## config.mk

```make
export PLATFORM = sky130hd
export DESIGN_NAME = wb_reg_file
export DESIGN_NICKNAME = d
export VERILOG_FILES = /design/src/rtl/wb_reg_file.sv
export SDC_FILE = /design/constraint.sdc
export NUM_CORES = 1
export LEC_CHECK = 0
export CORE_MARGIN = 2
export CORE_UTILIZATION = 40
export DETAILED_ROUTE_END_ITERATION = 7
export DONT_BUFFER_PORTS = 1
export PLACE_DENSITY = 0.54
export SETUP_SLACK_MARGIN = 0.1
export SYNTH_ARGS = -nofsm -noshare
export SYNTH_HDL_FRONTEND = slang
export SYNTH_SLANG_ARGS = --single-unit
export TNS_END_PERCENT = 10
```

## constraint.sdc

```tcl
create_clock -name CLK -period 12.85 [get_ports CLK]
set_clock_uncertainty 0.15 [all_clocks]
set_input_delay 3.2125 -clock CLK [delete_from_list [all_inputs] [get_ports CLK]]
set_output_delay 3.2125 -clock CLK [all_outputs]
set_load 0.01 [all_outputs]
```

## src/rtl/wb_reg_file.sv

```systemverilog
// wb_reg_file: write-back stage register file with write-through bypass,
// forwarding record of the last write and a committed-write counter.
module wb_reg_file #(
    parameter int DATA_W = 16,
    parameter int NREG = 16,
    localparam int AW = $clog2(NREG)
) (
    input  logic              CLK,
    input  logic              Reset,
    input  logic              IRegWrite,
    input  logic              IRegStore,
    input  logic [DATA_W-1:0] IALUResult,
    input  logic [DATA_W-1:0] IStoreMem,
    input  logic [15:0]       IRd,
    input  logic              WBEnable,
    input  logic [AW-1:0]     Rs1,
    input  logic [AW-1:0]     Rs2,
    output logic [DATA_W-1:0] RData1,
    output logic [DATA_W-1:0] RData2,
    output logic              OWBValid,
    output logic [AW-1:0]     OWBRd,
    output logic [DATA_W-1:0] OWBData,
    output logic [15:0]       OWriteCount
);
    logic [DATA_W-1:0] regs [NREG];
    logic [DATA_W-1:0] wdata;
    logic [AW-1:0]     rd;
    logic              commit;
    logic              unused_rd;

    assign unused_rd = ^IRd[15:AW];
    assign rd = IRd[AW-1:0];
    assign wdata = IRegStore ? IStoreMem : IALUResult;
    assign commit = WBEnable && IRegWrite && rd != '0 && !Reset;

    // a write landing this cycle is visible on the read ports immediately
    always_comb begin
        RData1 = Rs1 == '0 ? '0 : (commit && Rs1 == rd) ? wdata : regs[Rs1];
        RData2 = Rs2 == '0 ? '0 : (commit && Rs2 == rd) ? wdata : regs[Rs2];
    end

    always_ff @(posedge CLK or posedge Reset) begin
        if (Reset) begin
            for (int i = 0; i < NREG; i++) regs[i] <= '0;
            OWBValid <= 1'b0;
            OWBRd <= '0;
            OWBData <= '0;
            OWriteCount <= '0;
        end else begin
            if (commit) begin
                regs[rd] <= wdata;
                OWriteCount <= OWriteCount + 16'd1;
            end
            if (WBEnable) begin
                OWBValid <= commit;
                OWBRd <= rd;
                OWBData <= wdata;
            end
        end
    end
endmodule
```

==> summary.md, run 1 <==
| Metric | Value |
|---|---|
| First drt pass iteration count | 5 |
| Port Buffer Count | 0 |
| Cell count after synthesis | 1329 |
| Crit Path Max Fanout | 16 |
| Asr flop ratio synth | between 90% and 100% |
| Slew margin rel. | a little under a fifth |
| Multi-input gate area | 7070 µm² |
| Seq cells post-synth | just under 300 |
| CTS root buf | clkbuf_16 |
| Die area | 39000 µm² |
| Data arrival, critical path | 6.00 ns |
| Total CTS buffers | 34 |
| Clk slew on worst S/H paths | 0.06 ns |
| Fmax | 0.107 GHz |
| FF-to-FF End | OWriteCount[12]$_DFFE_PP0P_ |
| Post-Route WL | 43000 µm |
| Final Hold Fails | 0 |
| Pleak | 0.00690 µW |
| GRT overflow | 0 |
| GP Congestion | 0.785 |
| RSZ-0062 raised after global routing | false |
| 1st-iter DRT viols | 890 |
| First-pass GRT wire length | between 60000 and 70000 µm |
| Outcome | finished, final reports clean |
| Cell family with most CP delay | simple AND/OR/NAND/NOR gates |
| Final WS setup | 3.49 ns |
| Hold Path Sink | regs[244]$_DFFE_PP0P_ |
| Largest net degree at the start of global routing | 128 |
| Die Span Y | slightly below 200 µm |
| Top_reg_cell synth | dfrtp_1 |
| Max-cap violations | 0 |
| Final std cells w/o fill | 1756 |
| Post-synthesis sequential area ratio | 48.9% |
| P&R area growth vs syn | 9.66% |
| Slew Limit Fails | 0 |
| Pre-CTS WS | 3.48 ns |
| Yosys warns | 0 |
| WL/cell | 24.5 µm |
| Final setup fails | 0 |
| CP max-delay cell | nand4_1 |
| # IOs | 130 |
| Die Wd | ~200 µm |
| CP cell instances | nand3b_1 > nor2_1 > nand4_1 > o22ai_1 |
| Detail Placement HPWL | 26100 µm |
| Inst Count DP | between 1500 and 2000 |
| Core ar. | 36800 µm² |
| Worst Path Required | 9.49 ns |
| Slew @ Worst Pin | 1.21 ns |
| Most frequent cells in the layout | 293 x dfrtp_1, 172 x nor2_1, 139 x nand2_1 |
| Vias in the first global route | 10300 |
| Remaining DRCs | 0 |
| Number of antenna diodes | 0 |
| R2r startpoint | OWriteCount[0]$_DFFE_PP0P_ |
| Min-Delay Path Depth | 0 |
| WP buf/inv | 0 |
| Final period util | 72.9% |
| Detailed-route via count | between 10000 and 15000 |
| Commonest non-fill, non-tap cell in the layout | dfrtp_1 |
| Post-synth EDFFs | 0 |
| Post-Syn Area | 15000 µm² |
| Initial antenna violation count | 0 |
| Min Tclk post-route | 9.36 ns |
| Final #Nets | 1326 |
| Avg Synthesized Cell Area | 11.3 µm² |
| Filler instances | ~3400 |
| Maximum VDD drop | 0.106 mV |
| Hold Crit Class | reg -> reg |
| Syn nets | 1391 |
| Site Rows | 70 |
| Kind of critical path | in -> out |
| Hold path start | regs[244]$_DFFE_PP0P_ |
| Slowest Stage Delay on Critical Path | roughly 0.83 ns |
| Final hold slack | approximately 0.25 ns |
| Aggregate global-route resource usage | 22.6% |
| Clock latency on the worst-skew pair | 0.51 ns |
| Post-Place Cell Area | roughly 15000 µm² |
| Worst r2r path cells | 5 |
| Postcts setup bufs | 0 |
| Initial Util | 40.7% |
| Distinct cell type count after synthesis | just over 40 |
| Final ANT Viol Nets | 0 |
| R2r setup slk | 10.92 ns |
| Setup crit end kind | output port |
| CTS tree | done |
| Post-route cell area | roughly 16000 µm² |
| Via density | 5.95 |
| CTS resizes | 0 |
| Cts hold-fix bufs | 0 |
| H-Tree Depth | 2 |
| Max Buffers Root-to-Sink | 3 |
| Layout cells sized above 1 | 19.4% |
| Cell Pwr Density | roughly 160 nW/µm² |
| CP Launch Type | primary input |
| Sequential Area | about 7300 µm² |
| Final setup TNS | 0 ns |
| CTS Sinks | roughly 290 |
-- worst register-to-register path, stage by stage (launching register included) --
cell     delay [ns]
dfrtp_1        0.47
ha_1           0.20
nand2_1        0.05
or4_1          0.56
nor3_1         0.25
xor2_1         0.18
-- how the worst max path moves through the flow --
stage / startpoint / to / slack (ns) / cells after the start
2_1_floorplan: Reset / OWBData[0]$_DFFE_PP0P_ / 1.40 / 1
3_3_place_gp: Reset / RData1[14] / 3.49 / 4
3_5_place_dp: Reset / RData1[14] / 3.48 / 4
4_1_cts: Reset / RData1[14] / 3.46 / 4
5_1_grt: Reset / RData1[14] / 3.38 / 4
6_report: Reset / RData1[14] / 3.49 / 4
-- layer usage --
layer	GRT usage [%]	vias up	wire length (µm)
met5	0	-	0
met4	7.24	0	1260
met3	4.06	72	2670
met2	34.2	343	19500
met1	33.2	5318	19600
li1	-	4715	-
-- Yosys cell counts (2+ instances only) --
cell	number	area (µm²)
nor4b_2	2	30.0
nand2_1	139	522
a22o_1	64	561
buf_4	9	67.6
dfrtp_1	293	7330
and2_1	5	31.3
o22ai_1	32	200
nor3_1	4	20.0
buf_2	58	290
nor2_1	172	646
mux2i_1	16	160
nor4_1	2	12.5
nor4_4	3	63.8
buf_6	2	22.5
o21ai_0	129	646
a21oi_1	128	641
inv_1	5	18.8
xor2_1	8	70.1
mux4_2	128	2880
mux2_2	4	45.0
xnor2_1	15	131
clkbuf_1	68	255
nor4b_4	3	71.3
nor2b_1	9	56.3
nand4_1	13	81.3
nand3_1	3	15.0
-- area by class of cell --
cell class,count,share of cell area (%)
Clock buffer,52,6.46
Sequential cell,293,44.6
Tap cell,468,3.56
Timing Repair Buffer,38,1.74
Clock inverter,8,0.442
Multi-Input combinational cell,891,43.0
Inverter,6,0.183
-- power breakdown --
part           leakage, µW  switching (µW)  internal, µW
clock             0.000564             388           590
combinational      0.00254             204           219
sequential         0.00379             117          1060
-- flip-flops by register name, summed over array words and instances, names as in the netlist --
name / cells
OWBData: 16
OWBRd: 4
regs: 256
OWriteCount: 16
OWBValid: 1
-- metrics by stage --
step	util, %	total power [µW]
after detailed placement	41.6	1620
after CTS	44.7	2600
after floorplan	-	1520
after global routing	44.7	2700
after global placement	41.6	1600
final	44.7	2580
-- cell families (layout without fill, tap and decap cells) --
| group | Yosys count | after routing | synth area share, % |
|---|---|---|---|
| adder cells (fa/ha/maj) | 1 | 1 | 0.0835 |
| flip-flops | 293 | 293 | 48.9 |
| XOR/XNOR | 23 | 23 | 1.34 |
| AND/OR/NAND/NOR | 364 | 364 | 10.8 |
| AO/OA/AOI/OAI | 355 | 355 | 13.8 |
| buffers and inverters | 145 | 104 | 4.45 |
| multiplexers | 148 | 148 | 20.6 |
Power figures use the tool's default switching activity.
==> run 2: changes to the inputs <==
==> constraint.sdc (replaced) <==
create_clock -name CLK -period 9.5 [get_ports CLK]
set_clock_uncertainty 0.15 [all_clocks]
set_input_delay 2.375 -clock CLK [delete_from_list [all_inputs] [get_ports CLK]]
set_output_delay 2.375 -clock CLK [all_outputs]
set_load 0.01 [all_outputs]
==> run 2 against run 1 <==
Routed wire length decreased by 2.8%. Critical path type unchanged. Final cell count down 0.34%. Register-to-register slack worse by 3.3 ns. Largest power group unchanged. Clock-buffer cell count shrank 13. Clock power grew 34%. Flip-flop and latch count stayed put.
==> summary.md, run 2 (same netlist as run 1, synthesis figures left out) <==
| Metric | Value |
|---|---|
| Outcome | finished, final reports clean |
| Port Buffer Count | 0 |
| Maximum VDD drop | roughly 0.11 mV |
| CTS root buf | clkbuf_16 |
| Clock latency on the worst-skew pair | between 0.5 and 0.6 ns |
| Data arrival, critical path | a little over 5 ns |
| Tot Pwr | 3480 µW |
| Final setup TNS | 0 ns |
| Final ANT Viol Nets | 0 |
| Site Rows | 70 |
| 1st-iter DRT viols | 663 |
| Max Buffers Root-to-Sink | 3 |
| Hold Crit Class | reg -> reg |
| Pleak | just under 0.007 µW |
| Min Tclk post-route | roughly 7.7 ns |
| Crit Path Max Fanout | 16 |
| RSZ-0062 raised after global routing | false |
| P&R area growth vs syn | 9.50% |
| Layout cells sized above 1 | 19.5% |
| CP Launch Type | primary input |
| Most frequent cells in the layout | 293 x dfrtp_1, 172 x nor2_1, 139 x nand2_1 |
| Largest net degree at the start of global routing | around 150 |
| Kind of critical path | in -> out |
| Initial Util | 40.7% |
| Via density | 5.86 |
| Core ar. | around 37000 µm² |
| Initial antenna violation count | 0 |
| Cell Pwr Density | about 210 nW/µm² |
| Worst Path Required | 6.98 ns |
| Commonest non-fill, non-tap cell in the layout | dfrtp_1 |
| Max-cap violations | 0 |
| Final Hold Fails | 0 |
| Final #Nets | 1323 |
| H-Tree Depth | 1 |
| Detail Placement HPWL | 26100 µm |
| Final WS setup | about 1.8 ns |
| WL/cell | between 20 and 25 µm |
| Setup crit end kind | output port |
| Cts hold-fix bufs | 0 |
| Detailed-route via count | roughly 10000 |
| Clk slew on worst S/H paths | 0.06 ns |
| Slew Limit Fails | 0 |
| GP Congestion | a little over 0.8 |
| Post-Route WL | roughly 42000 µm |
| Number of antenna diodes | 0 |
| First-pass GRT wire length | 64200 µm |
| Vias in the first global route | just over 10000 |
| Total CTS buffers | 31 |
| Final period util | around four fifths |
| Aggregate global-route resource usage | 21.9% |
| CTS Sinks | just under 300 |
| Largest registers | regs x256, OWBData x16, OWriteCount x16 |
| Die area | 39000 µm² |
| R2r setup slk | around 7.6 ns |
| Remaining DRCs | 0 |
| # IOs | 130 |
| CTS resizes | 0 |
| First drt pass iteration count | 4 |
| Fmax | 0.130 GHz |
| GRT overflow | 0 |
| CTS tree | done |
| Top reg by flops | regs |
| Die Wd | a little under 200 µm |
| Final setup fails | 0 |
| Postcts setup bufs | 0 |
| Slew @ Worst Pin | around 1.2 ns |
| Die Span Y | 198 µm |
| Slew margin rel. | 22.0% |
| Max FFs per register | ~260 |
| Pre-CTS WS | 1.82 ns |
-- run 2: changes by cell type in the layout (fill, tap and decap cells not counted), sizes merged --
cell,delta
clkbuf,-13
clkinvlp,+4
clkinv,-1
inv,-1
bufinv,+5
-- run 2: per-stage QoR --
step	cell area, µm²	hold slack [ns]	utilization, %	instances
after floorplan	15000	0.291	-	1329
after global placement	15300	0.226	41.6	1696
after detailed placement	15300	0.233	41.6	1696
after CTS	16400	0.247	44.6	1750
after global routing	16400	0.260	44.6	1750
final	16400	0.246	44.6	1750
-- run 2: routing by layer --
metal | up-vias | GRT usage (%) | share of wire [%]
met3 | 69 | 3.41 | 5.4
met5 | - | 0 | 0
li1 | 4701 | - | -
met1 | 5196 | 31.9 | 46
met4 | 0 | 6.88 | 3.0
met2 | 297 | 34.0 | 46
-- run 2: final timing paths --
kind / startpoint / to / cells after the start
max: Reset / RData1[14] / 4
min: regs[250]$_DFFE_PP0P_ / regs[250]$_DFFE_PP0P_ / 0
max reg2reg: OWriteCount[0]$_DFFE_PP0P_ / OWriteCount[12]$_DFFE_PP0P_ / 5
min reg2reg: regs[250]$_DFFE_PP0P_ / regs[250]$_DFFE_PP0P_ / 0
max in group asynchronous: Reset / regs[184]$_DFFE_PP0P_ / 3
min in group asynchronous: Reset / OWriteCount[1]$_DFFE_PP0P_ / 1
-- run 2: power breakdown --
group	internal [µW]	total (µW)	leakage, µW	switching (µW)
Sequential	1440	1600	0.00379	157
Clock	802	1310	0.000536	510
Combinational	298	573	0.00254	275
-- run 2: cell type report --
cell class	instances	area, µm²
Sequential cell	293	7330
Clock buffer	39	866
Fill cell	3384	20400
Clock inverter	15	233
Timing Repair Buffer	38	298
Tap cell	468	586
Inverter	6	26.3
Multi-Input combinational cell	891	7070
-- run 2: critical path, cell delays in order --
cell and delay, ns:
nand3b_1 0.62, nor2_1 0.47, nand4_1 0.89, o22ai_1 0.79
